$ cat config.mk
export PLATFORM = sky130hd
export DESIGN_NAME = expr_pipe
export DESIGN_NICKNAME = d
export VERILOG_FILES = /design/src/rtl/expr_pipe_pkg.sv /design/src/rtl/expr_lane.sv /design/src/rtl/expr_pipe.sv
export SDC_FILE = /design/constraint.sdc
export NUM_CORES = 1
export LEC_CHECK = 0
export BUFFER_PORTS_ARGS = -buffer_cell sky130_fd_sc_hd__buf_2
export CORE_ASPECT_RATIO = 0.9
export CORE_MARGIN = 4
export CORE_UTILIZATION = 50
export DETAILED_ROUTE_END_ITERATION = 8
export PLACE_DENSITY = 0.72
export SLEW_MARGIN = 20
export SYNTH_ARGS = -nofsm -noshare
export SYNTH_HDL_FRONTEND = slang
export SYNTH_SLANG_ARGS = --single-unit
$ cat constraint.sdc
create_clock -name clk -period 2.9 [get_ports clk]
set_input_delay 0 -clock clk [delete_from_list [all_inputs] [get_ports clk]]
set_output_delay 0 -clock clk [all_outputs]
set_load 0.005 [all_outputs]
$ cat src/rtl/expr_pipe_pkg.sv
// Shared types and helpers for the expression pipeline: operator codes and
// the per-channel W+1 operand extension.
package expr_pipe_pkg;

    localparam int EXT_MAX = 64;

    typedef enum logic [2:0] {
        OP_ADD = 3'd0,
        OP_SUB = 3'd1,
        OP_AND = 3'd2,
        OP_XOR = 3'd3,
        OP_SHL = 3'd4,
        OP_SHR = 3'd5,
        OP_LT  = 3'd6,
        OP_ACC = 3'd7
    } op_e;

    // Extends the low w bits of value to w+1 bits (and beyond, up to EXT_MAX+1).
    function automatic logic [EXT_MAX:0] ext(input logic [EXT_MAX-1:0] value,
                                             input logic              signed_flag,
                                             input int                w);
        logic [EXT_MAX:0] r;
        logic             fill;
        fill = signed_flag & value[w-1];
        for (int i = 0; i < EXT_MAX; i++) begin
            r[i] = (i < w) ? value[i] : fill;
        end
        r[EXT_MAX] = fill;
        return r;
    endfunction

endpackage

$ cat src/rtl/expr_lane.sv
// One combinational channel: extends both operands to W+1 bits, applies the
// selected operator and truncates back to W bits.
module expr_lane
    import expr_pipe_pkg::*;
#(
    parameter int W      = 6,
    parameter bit SIGNED = 1'b0
) (
    input  op_e          op,
    input  logic [W-1:0] a,
    input  logic [W-1:0] b,
    input  logic [W-1:0] acc,
    output logic [W-1:0] y
);

    localparam int SW = $clog2(W);

    logic [EXT_MAX:0] xa;
    logic [EXT_MAX:0] xb;
    logic [W:0]       ea;
    logic [W:0]       eb;
    logic [W:0]       r;
    logic [SW-1:0]    sh;
    logic             unused;

    assign xa = ext({{(EXT_MAX-W){1'b0}}, a}, SIGNED, W);
    assign xb = ext({{(EXT_MAX-W){1'b0}}, b}, SIGNED, W);
    assign ea = xa[W:0];
    assign eb = xb[W:0];
    assign sh = b[SW-1:0];
    assign unused = ^{r[W], xa[EXT_MAX:W+1], xb[EXT_MAX:W+1]};

    // Unsigned operands are zero-extended, so their W+1 top bit is 0: a signed
    // compare and an arithmetic shift on the extended value serve both kinds.
    // Shifts of W or more fall out naturally as zeros or sign bits.
    always_comb begin
        r = '0;
        case (op)
            OP_ADD:  r = ea + eb;
            OP_SUB:  r = ea - eb;
            OP_AND:  r = ea & eb;
            OP_XOR:  r = ea ^ eb;
            OP_SHL:  r = ea << sh;
            OP_SHR:  r = $signed(ea) >>> sh;
            OP_LT:   r = {{W{1'b0}}, ($signed(ea) < $signed(eb))};
            OP_ACC:  r = {1'b0, acc} + {1'b0, a};
            default: r = '0;
        endcase
        y = r[W-1:0];
    end

endmodule

$ cat src/rtl/expr_pipe.sv
// Two-stage valid/ready expression pipeline over N channels, with per-channel
// accumulators, a running parity checksum and an accepted-beat counter.
module expr_pipe
    import expr_pipe_pkg::*;
#(
    parameter int           W           = 6,
    parameter int           N           = 6,
    parameter logic [N-1:0] SIGNED_MASK = 6'b111000
) (
    input  logic           clk,
    input  logic           rst_n,
    input  logic           in_valid,
    output logic           in_ready,
    input  logic [2:0]     op,
    input  logic [N*W-1:0] a,
    input  logic [N*W-1:0] b,
    input  logic           acc_clr,
    output logic           out_valid,
    input  logic           out_ready,
    output logic [N*W-1:0] y,
    output logic [N-1:0]   parity,
    output logic [15:0]    beats
);

    logic           ready_q;
    logic           s1_valid;
    logic           s1_clr;
    op_e            s1_op;
    logic [N*W-1:0] s1_a;
    logic [N*W-1:0] s1_b;
    logic           s2_valid;
    logic [N*W-1:0] acc;
    logic [N*W-1:0] acc_base;
    logic [N*W-1:0] lane_y;
    logic [N-1:0]   yred;
    logic           in_fire;
    logic           out_fire;
    logic           s2_free;
    logic           s1_adv;
    logic           clr_base;

    assign s2_free   = !s2_valid || out_ready;
    assign s1_adv    = s1_valid && s2_free;
    assign in_ready  = ready_q && (!s1_valid || s2_free);
    assign in_fire   = in_valid && in_ready;
    assign out_fire  = s2_valid && out_ready;
    assign out_valid = s2_valid;

    // A clear presented with a beat travels with it so it lands in acceptance
    // order; a clear with no beat offered takes effect immediately.
    assign clr_base = (s1_adv && s1_clr) || (acc_clr && !in_valid);
    assign acc_base = clr_base ? '0 : acc;

    for (genvar g = 0; g < N; g++) begin : g_lane
        expr_lane #(
            .W      (W),
            .SIGNED (SIGNED_MASK[g])
        ) u_lane (
            .op  (s1_op),
            .a   (s1_a[g*W +: W]),
            .b   (s1_b[g*W +: W]),
            .acc (acc_base[g*W +: W]),
            .y   (lane_y[g*W +: W])
        );
        assign yred[g] = ^y[g*W +: W];
    end

    always_ff @(posedge clk or negedge rst_n) begin
        if (!rst_n) begin
            ready_q  <= 1'b0;
            s1_valid <= 1'b0;
            s1_clr   <= 1'b0;
            s1_op    <= OP_ADD;
            s1_a     <= '0;
            s1_b     <= '0;
            s2_valid <= 1'b0;
            y        <= '0;
            acc      <= '0;
            parity   <= '0;
            beats    <= '0;
        end else begin
            ready_q <= 1'b1;
            if (in_fire) begin
                s1_valid <= 1'b1;
                s1_clr   <= acc_clr;
                s1_op    <= op_e'(op);
                s1_a     <= a;
                s1_b     <= b;
            end else if (s1_adv) begin
                s1_valid <= 1'b0;
            end
            if (s1_adv) begin
                s2_valid <= 1'b1;
                y        <= lane_y;
            end else if (out_ready) begin
                s2_valid <= 1'b0;
            end
            if (s1_adv && s1_op == OP_ACC) begin
                acc <= lane_y;
            end else if (clr_base) begin
                acc <= '0;
            end
            if (out_fire) begin
                parity <= parity ^ yred;
                beats  <= beats + 16'd1;
            end
        end
    end

endmodule

==> results.yml, run 1 <==
worst_setup_path:
  r2r-end: "y[16]$_DFFE_PN0N_"
  r2r_slack_ns: 0.14
  crit_top_cell: "inv_1"
  rr_startpoint: "out_valid$_DFFE_PN0P_"
  end_kind: "register"
  critPathLaunch: "acc_clr"
  max_stage_delay_ns: 0.53
  crit_buf_inv: 5
  required_ns: 3.24
  path_delay_family: "buffers and inverters"
  reg2regPathDepth: 14
  path_max_fanout: 9
  cpMaxStageDelayCell: "dlygate4sd3_1"
  worstPathCellList: "dlygate4sd3_1 -> buf_2 -> nand2b_1 -> o21a_4 -> buf_6 -> nand2_1 -> o21ai_0 -> ha_2 -> inv_1 -> fa_1 -> inv_1 -> a21o_1 -> a21oi_1 -> xor2_1 -> o221ai_2 -> mux2_2"
  cp.depth: 16
  endpoint: "y[16]$_DFFE_PN0N_"
  critPathKind: "in -> reg"
  cp.arrival_ns: 3.11
  start_kind: "input pin"
power:
  combinationalPowerShare_pct: 52.0
  p_sw_share_pct: 43.3
  clkPwrFrac_pct: 18.2
  p_seq_share_pct: 29.9
  p_sw_w: 0.00526
  leakage_nw: 7.76
  power.total_w: 0.0121
  vdd_drop_max_mv: 0.598
  power.internal_w: 0.00689
  power_density_nw_per_um2: 716
place:
  hpwl_um: 32500
  place_area_um2: 15600
  gp_congestion: 0.996
  port_buffers: 139
  dpl.cell_count: 2054
timing:
  timing.slew.headroom_pct: 56.7
  fin_tns_setup_ns: 0
  worst_pin_slew_ns: 0.633
  skew_ns: 0.0143
  setup_viol: 0
  drv_slew: 0
  finalCritPeriodShare_pct: 95.6
  fmax_ghz: 0.361
  finalCriticalPeriod_ns: 2.77
  hold_viol_final: 0
synth:
  synthArstFlopShare_pct: 100
  ys_seq_area_share_pct: 30.8
  synth-edff-count: 0
  syn-num-nets: 1777
  ys.flop_type: "dfrtp_1"
  ys_seq_elements: 173
  synth_cell_types: 76
  ys_warn_count: 0
  syn_avg_cell_area_um2: 8.95
  synthCells: 1573
  syn_area_um2: 14100
routing:
  wirelength_um: 45200
  antenna_left: 0
  drc: 0
  num_vias: 13300
  routedWlPerCell_um: 20.8
  first_iter_violations: 1551
  vias_per_cell: 6.13
  drt_first_pass_iters: 6
final_layout:
  multiInputGateArea_um2: 9030
  antenna_cells: 0
  n_fill_cell: 2347
  nNetsFinal: 2005
  final_layout_size_suffix_gt1_share_pct: 22.1
  seq_area_um2: 4330
  final_cell_area_um2: 17000
  area_growth_pct: 20.6
  instances_no_fill: 2168
cts:
  cts_tree: "done"
  cts_made_buffers: 17
  cts_buffer_depth: 2
  h-tree-depth: 4
  clkSlewWorstSetupHoldPaths_ns: 0.07
  root_buffer: "clkbuf_16"
  clk_latency_ns: 0.46
  cts.sink_count: 173
floorplanning:
  num_io_pins: 140
  die_h_um: 167
  start_util_pct: 51.4
  core_um2: 27400
  die_w_um: 185
  row_count: 57
  die_area_um2: 30900
global_route:
  grt_pass1_vias: 12600
  gr-total-overflow: 0
  antenna_found_initial: 0
  grt_usage_pct: 28.6
  grt_pass1_wl_um: 70600
  grt_max_degree: 63
run:
  maxCapViolCount: 0
run_status:
  outcome: "completed"
min_path:
  hp-class: "in -> async"
==> area by class of cell <==
type	count	area share, %
Clock inverter	12	0.605
Clock buffer	20	2.57
Timing Repair Buffer	313	13.5
Inverter	91	2.01
Tap cell	354	2.61
Sequential cell	173	25.5
Multi-Input combinational cell	1205	53.2
==> synth_stat cells, types with 6 or more instances <==
cell | number | area [um2]
nor2_1 | 99 | 372
and2_1 | 20 | 125
nand4_1 | 6 | 37.5
mux2_2 | 84 | 946
a21oi_1 | 86 | 430
xor2_1 | 23 | 201
and3_1 | 12 | 75.1
inv_1 | 88 | 330
mux4_2 | 18 | 405
nor3_1 | 37 | 185
a31oi_1 | 13 | 81.3
o21bai_1 | 8 | 60.1
buf_2 | 28 | 140
a22oi_1 | 8 | 60.1
a2111oi_0 | 9 | 78.8
fa_1 | 15 | 300
mux2i_1 | 49 | 490
o31ai_1 | 7 | 52.6
ha_1 | 109 | 1360
o211ai_1 | 14 | 105
nor4_1 | 8 | 50.1
dfrtp_1 | 173 | 4330
xnor2_1 | 70 | 613
a211oi_1 | 23 | 173
nand2b_1 | 22 | 138
o22ai_1 | 20 | 125
clkbuf_1 | 55 | 206
buf_1 | 13 | 48.8
a21o_1 | 20 | 150
a221oi_1 | 10 | 87.6
o21a_1 | 8 | 60.1
nand3_1 | 40 | 200
o21ai_0 | 131 | 656
nor2b_1 | 10 | 62.6
nand2_1 | 142 | 533
a22o_1 | 6 | 52.6
==> timing repair <==
action / 4_1_cts / 5_1_grt
setup buffers: 2 / 3
pin swaps: 1 / 11
gates resized for setup: 1 / 18
endpoints found under the setup margin: 7 / 21
hold buffers: 77 / 0
hold endpoints to repair: 195 / 0
==> kinds of logic (layout without fill, tap and decap cells) <==
kind of cell / Yosys count / in the layout / share of synthesized area [%]
other cells: 1 / 1 / 0.0267
simple gates: 427 / 427 / 14.3
mux: 151 / 151 / 13.1
compound gates: 409 / 409 / 18.4
fa+ha+maj: 124 / 124 / 11.8
buf+inv: 195 / 436 / 5.74
flops: 173 / 173 / 30.8
xor+xnor: 93 / 93 / 5.79
==> worst reg2reg max path, stage by stage (launching register included) <==
cell and delay, ns:
dfrtp_1 0.36, nor2b_4 0.17, o21a_4 0.16, buf_6 0.16, nand2_1 0.09, o21ai_0 0.17, ha_2 0.22, inv_1 0.07
fa_1 0.42, inv_1 0.07, a21o_1 0.10, a21oi_1 0.07, xor2_1 0.18, o221ai_2 0.13, mux2_2 0.28
==> stage by stage <==
step                      utilization [%]  setup slack, ns  hold slack (ns)
final                                62.0            0.126           0.0637
after global routing                 62.0          -0.0212           0.0958
after CTS                            61.6           0.0483           0.0391
after detailed placement             56.8          -0.0685         -0.00226
after global placement               56.8         -0.00485         -0.00535
after floorplan                         -          0.00341           -0.296
==> cell usage in the layout, fill, tap and decap left out, drive strengths merged, types with 13 or more instances in the layout <==
master / n
a211oi: 23
a21o: 20
a21oi: 86
a31oi: 13
and2: 20
buf: 236
clkbuf: 20
dfrtp: 173
dlygate4sd3: 77
fa: 15
ha: 109
inv: 96
mux2: 84
mux2i: 49
mux4: 18
nand2: 142
nand2b: 22
nand3: 40
nor2: 99
nor3: 39
o211ai: 14
o21ai: 132
o22ai: 20
xnor2: 70
xor2: 23
==> power by group through the flow <==
stage               clock, W  sequential [W]  combinational [W]
finish               0.00221         0.00363            0.00631
global route         0.00235         0.00370            0.00683
CTS                  0.00224         0.00362            0.00617
detailed placement         0         0.00366            0.00603
global placement           0         0.00364            0.00593
floorplan                  0         0.00352            0.00407
==> metal layers <==
layer	global-route usage, %	vias to the layer above	routed length [um]
li1	-	6084	-
met1	42.2	6392	19800
met2	43.2	726	20100
met3	5.25	87	4190
met4	8.33	0	1120
met5	0	-	0
==> worst min path at each step <==
stage                           endpoint  slack, ns
floorplan               acc[0]$_DFF_PN0_      -0.30
global placement    beats[4]$_DFFE_PN0P_     -0.005
detailed placement  beats[4]$_DFFE_PN0P_     -0.002
CTS                 beats[2]$_DFFE_PN0P_       0.04
global route        beats[2]$_DFFE_PN0P_        0.1
finish              beats[4]$_DFFE_PN0P_       0.06
==> state kept, by name, indices dropped and copies added, names as in the netlist <==
name / flops
s1_clr: 1
s1_b: 36
y: 36
parity: 6
s1_op: 3
out_valid: 1
ready_q: 1
acc: 36
s1_a: 36
s1_valid: 1
beats: 16
Power figures use the tool's default switching activity.
==> run 2, diff against run 1 <==
--- a/config.mk
+++ b/config.mk
@@ -11,6 +11,7 @@
 export CORE_UTILIZATION = 50
 export DETAILED_ROUTE_END_ITERATION = 8
 export PLACE_DENSITY = 0.72
+export SETUP_SLACK_MARGIN = 0.5
 export SLEW_MARGIN = 20
 export SYNTH_ARGS = -nofsm -noshare
 export SYNTH_HDL_FRONTEND = slang
==> run 2 against run 1 <==
Routed wire length increased by 4.0%. Largest cell class unchanged. First-iteration DRC count increased by 2.1%. Critical path type is now reg -> reg. Clock-buffer cell count decreased by 3. Via count increased by 2.1%. Sequential power about the same. Setup slack improved by 0.16 ns.
==> results.yml, run 2 (synthesized netlist as in run 1, its figures left out) <==
run_status:
  outcome: "completed"
timing:
  setup_viol: 0
  hold_viol_final: 0
  timing.slew.headroom_pct: 45.1
  finalCritPeriodShare_pct: 90.2
  fmax_ghz: 0.382
  timing.hold.ws_ns: 0.105
  worst_pin_slew_ns: 0.824
  drv_slew: 0
  finalCriticalPeriod_ns: 2.62
  skew_ns: 0.0123
  rsz0062_at_grt: "true"
routing:
  num_vias: 13600
  drt_first_pass_iters: 6
  antenna_left: 0
  routedWlPerCell_um: 21.3
  first_iter_violations: 1584
  drc: 0
  wirelength_um: 47000
  vias_per_cell: 6.15
final_layout:
  final_layout_size_suffix_gt1_share_pct: 29.4
  nNetsFinal: 2043
  final_cell_area_um2: 17900
  final_core_util_pct: 65.3
  n_fill_cell: 2228
  area_growth_pct: 27.1
  final_cell_mix: "dfrtp_1 (168), buf_2 (138), nand2_1 (132), buf_4 (123), nor2_1 (96)"
  antenna_cells: 0
  layout_commonest_cell: "dfrtp_1"
power:
  power_density_nw_per_um2: 723
  power.internal_w: 0.00730
  p_sw_w: 0.00563
  clkPwrFrac_pct: 18.6
  p_sw_share_pct: 43.5
  p_seq_share_pct: 28.0
  vdd_drop_max_mv: 0.661
  combinationalPowerShare_pct: 53.4
  leakage_nw: 8.08
global_route:
  grt_pass1_wl_um: 72800
  gr-total-overflow: 0
  antenna_found_initial: 0
  grt_max_degree: 87
  grt_usage_pct: 29.5
  grt_pass1_vias: 13100
min_path:
  hp-class: "in -> reg"
floorplanning:
  row_count: 57
  core_um2: 27400
  die_w_um: 185
  die_h_um: 167
  die_area_um2: 30900
  start_util_pct: 51.4
  num_io_pins: 140
worst_setup_path:
  required_ns: 3.24
  start_kind: "register"
  end_kind: "register"
  max_stage_delay_ns: 0.40
  critPathKind: "reg -> reg"
  cpMaxStageDelayCell: "dfrtp_1"
  worstPathCellList: "nand2_2 -> o21a_4 -> buf_12 -> nand2_4 -> o21ai_2 -> ha_2 -> inv_2 -> fa_2 -> inv_2 -> a21o_1 -> a21oi_2 -> xor2_1 -> o221ai_2 -> mux2_4"
  crit_top_cell: "inv_2"
  cp.arrival_ns: 2.96
  path_max_fanout: 8
place:
  place_area_um2: 15600
  gp_congestion: 0.977
  port_buffers: 139
  hpwl_um: 32700
cts:
  clkSlewWorstSetupHoldPaths_ns: 0.08
  cts.sink_count: 173
  cts_buffer_depth: 2
  cts_made_buffers: 17
  clk_latency_ns: 0.46
  cts_tree: "done"
  root_buffer: "clkbuf_16"
  h-tree-depth: 4
run:
  maxCapViolCount: 0
## run 2: stage by stage
step / worst slack, ns / std cells / total power [W] / TNS [ns]
floorplan: 0.0172 / 1573 / 0.00765 / 0
global placement: 0.0625 / 2058 / 0.00968 / 0
detailed placement: -0.0481 / 2058 / 0.00979 / -0.0504
CTS: 0.335 / 2184 / 0.0125 / 0
global route: 0.120 / 2206 / 0.0137 / 0
finish: 0.284 / 2206 / 0.0129 / 0
## run 2: layout make-up
| class | count | area (um2) | area share [%] |
|---|---|---|---|
| Multi-Input combinational cell | 1205 | 9580 | 53.6 |
| Tap cell | 354 | 443 | 2.48 |
| Clock inverter | 15 | 175 | 0.980 |
| Timing Repair Buffer | 351 | 2570 | 14.4 |
| Sequential cell | 173 | 4340 | 24.2 |
| Inverter | 91 | 345 | 1.93 |
| Clock buffer | 17 | 425 | 2.38 |
## run 2: routing by layer
metal	routed length (um)	share of wire, %	global-route usage, %
met3	4630	9.9	6.23
met1	19700	42	41.6
met4	1430	3.0	9.64
met5	0	0	0
met2	21300	45	45.5
## run 2: power by group through the flow
| stage | sequential (W) | combinational (W) | clock (W) |
|---|---|---|---|
| after floorplan | 0.00352 | 0.00414 | 0 |
| after global placement | 0.00363 | 0.00605 | 0 |
| after detailed placement | 0.00365 | 0.00615 | 0 |
| after CTS | 0.00361 | 0.00648 | 0.00243 |
| after global routing | 0.00370 | 0.00747 | 0.00254 |
| final | 0.00362 | 0.00690 | 0.00240 |
## run 2: timing repair
item | CTS | global route
gates resized for setup | 75 | 88
gates cloned | 0 | 1
hold buffers | 77 | 0
setup buffers | 17 | 21
hold endpoints to repair | 159 | 0
pin swaps | 48 | 66
endpoints found under the setup margin | 67 | 63
## run 2: worst paths after layout
path                                       start                     to  cells past startpoint  slack, ns
min reg2reg                parity[5]$_DFFE_PN0P_  parity[5]$_DFFE_PN0P_                      1       0.46
max in group asynchronous                  rst_n   s1_a[24]$_DFFE_PN0P_                      3       1.81
max reg2reg                 s1_valid$_DFFE_PN0P_      y[16]$_DFFE_PN0N_                     14       0.28
max                         s1_valid$_DFFE_PN0P_      y[16]$_DFFE_PN0N_                     14       0.28
min in group asynchronous                  rst_n   beats[4]$_DFFE_PN0P_                      2       0.19
min                                    out_ready   beats[2]$_DFFE_PN0P_                      4       0.10
## run 2: worst max-delay path: cells and delay by family (launching register included)
family	cells	cell delay (ns)
DFF	1	0.40
adders and majority gates	2	0.58
AOI/OAI and AO/OA	5	0.65
and+or+nand+nor	2	0.17
buffers and inverters	3	0.24
muxes	1	0.27
xor gates and xnor gates	1	0.20
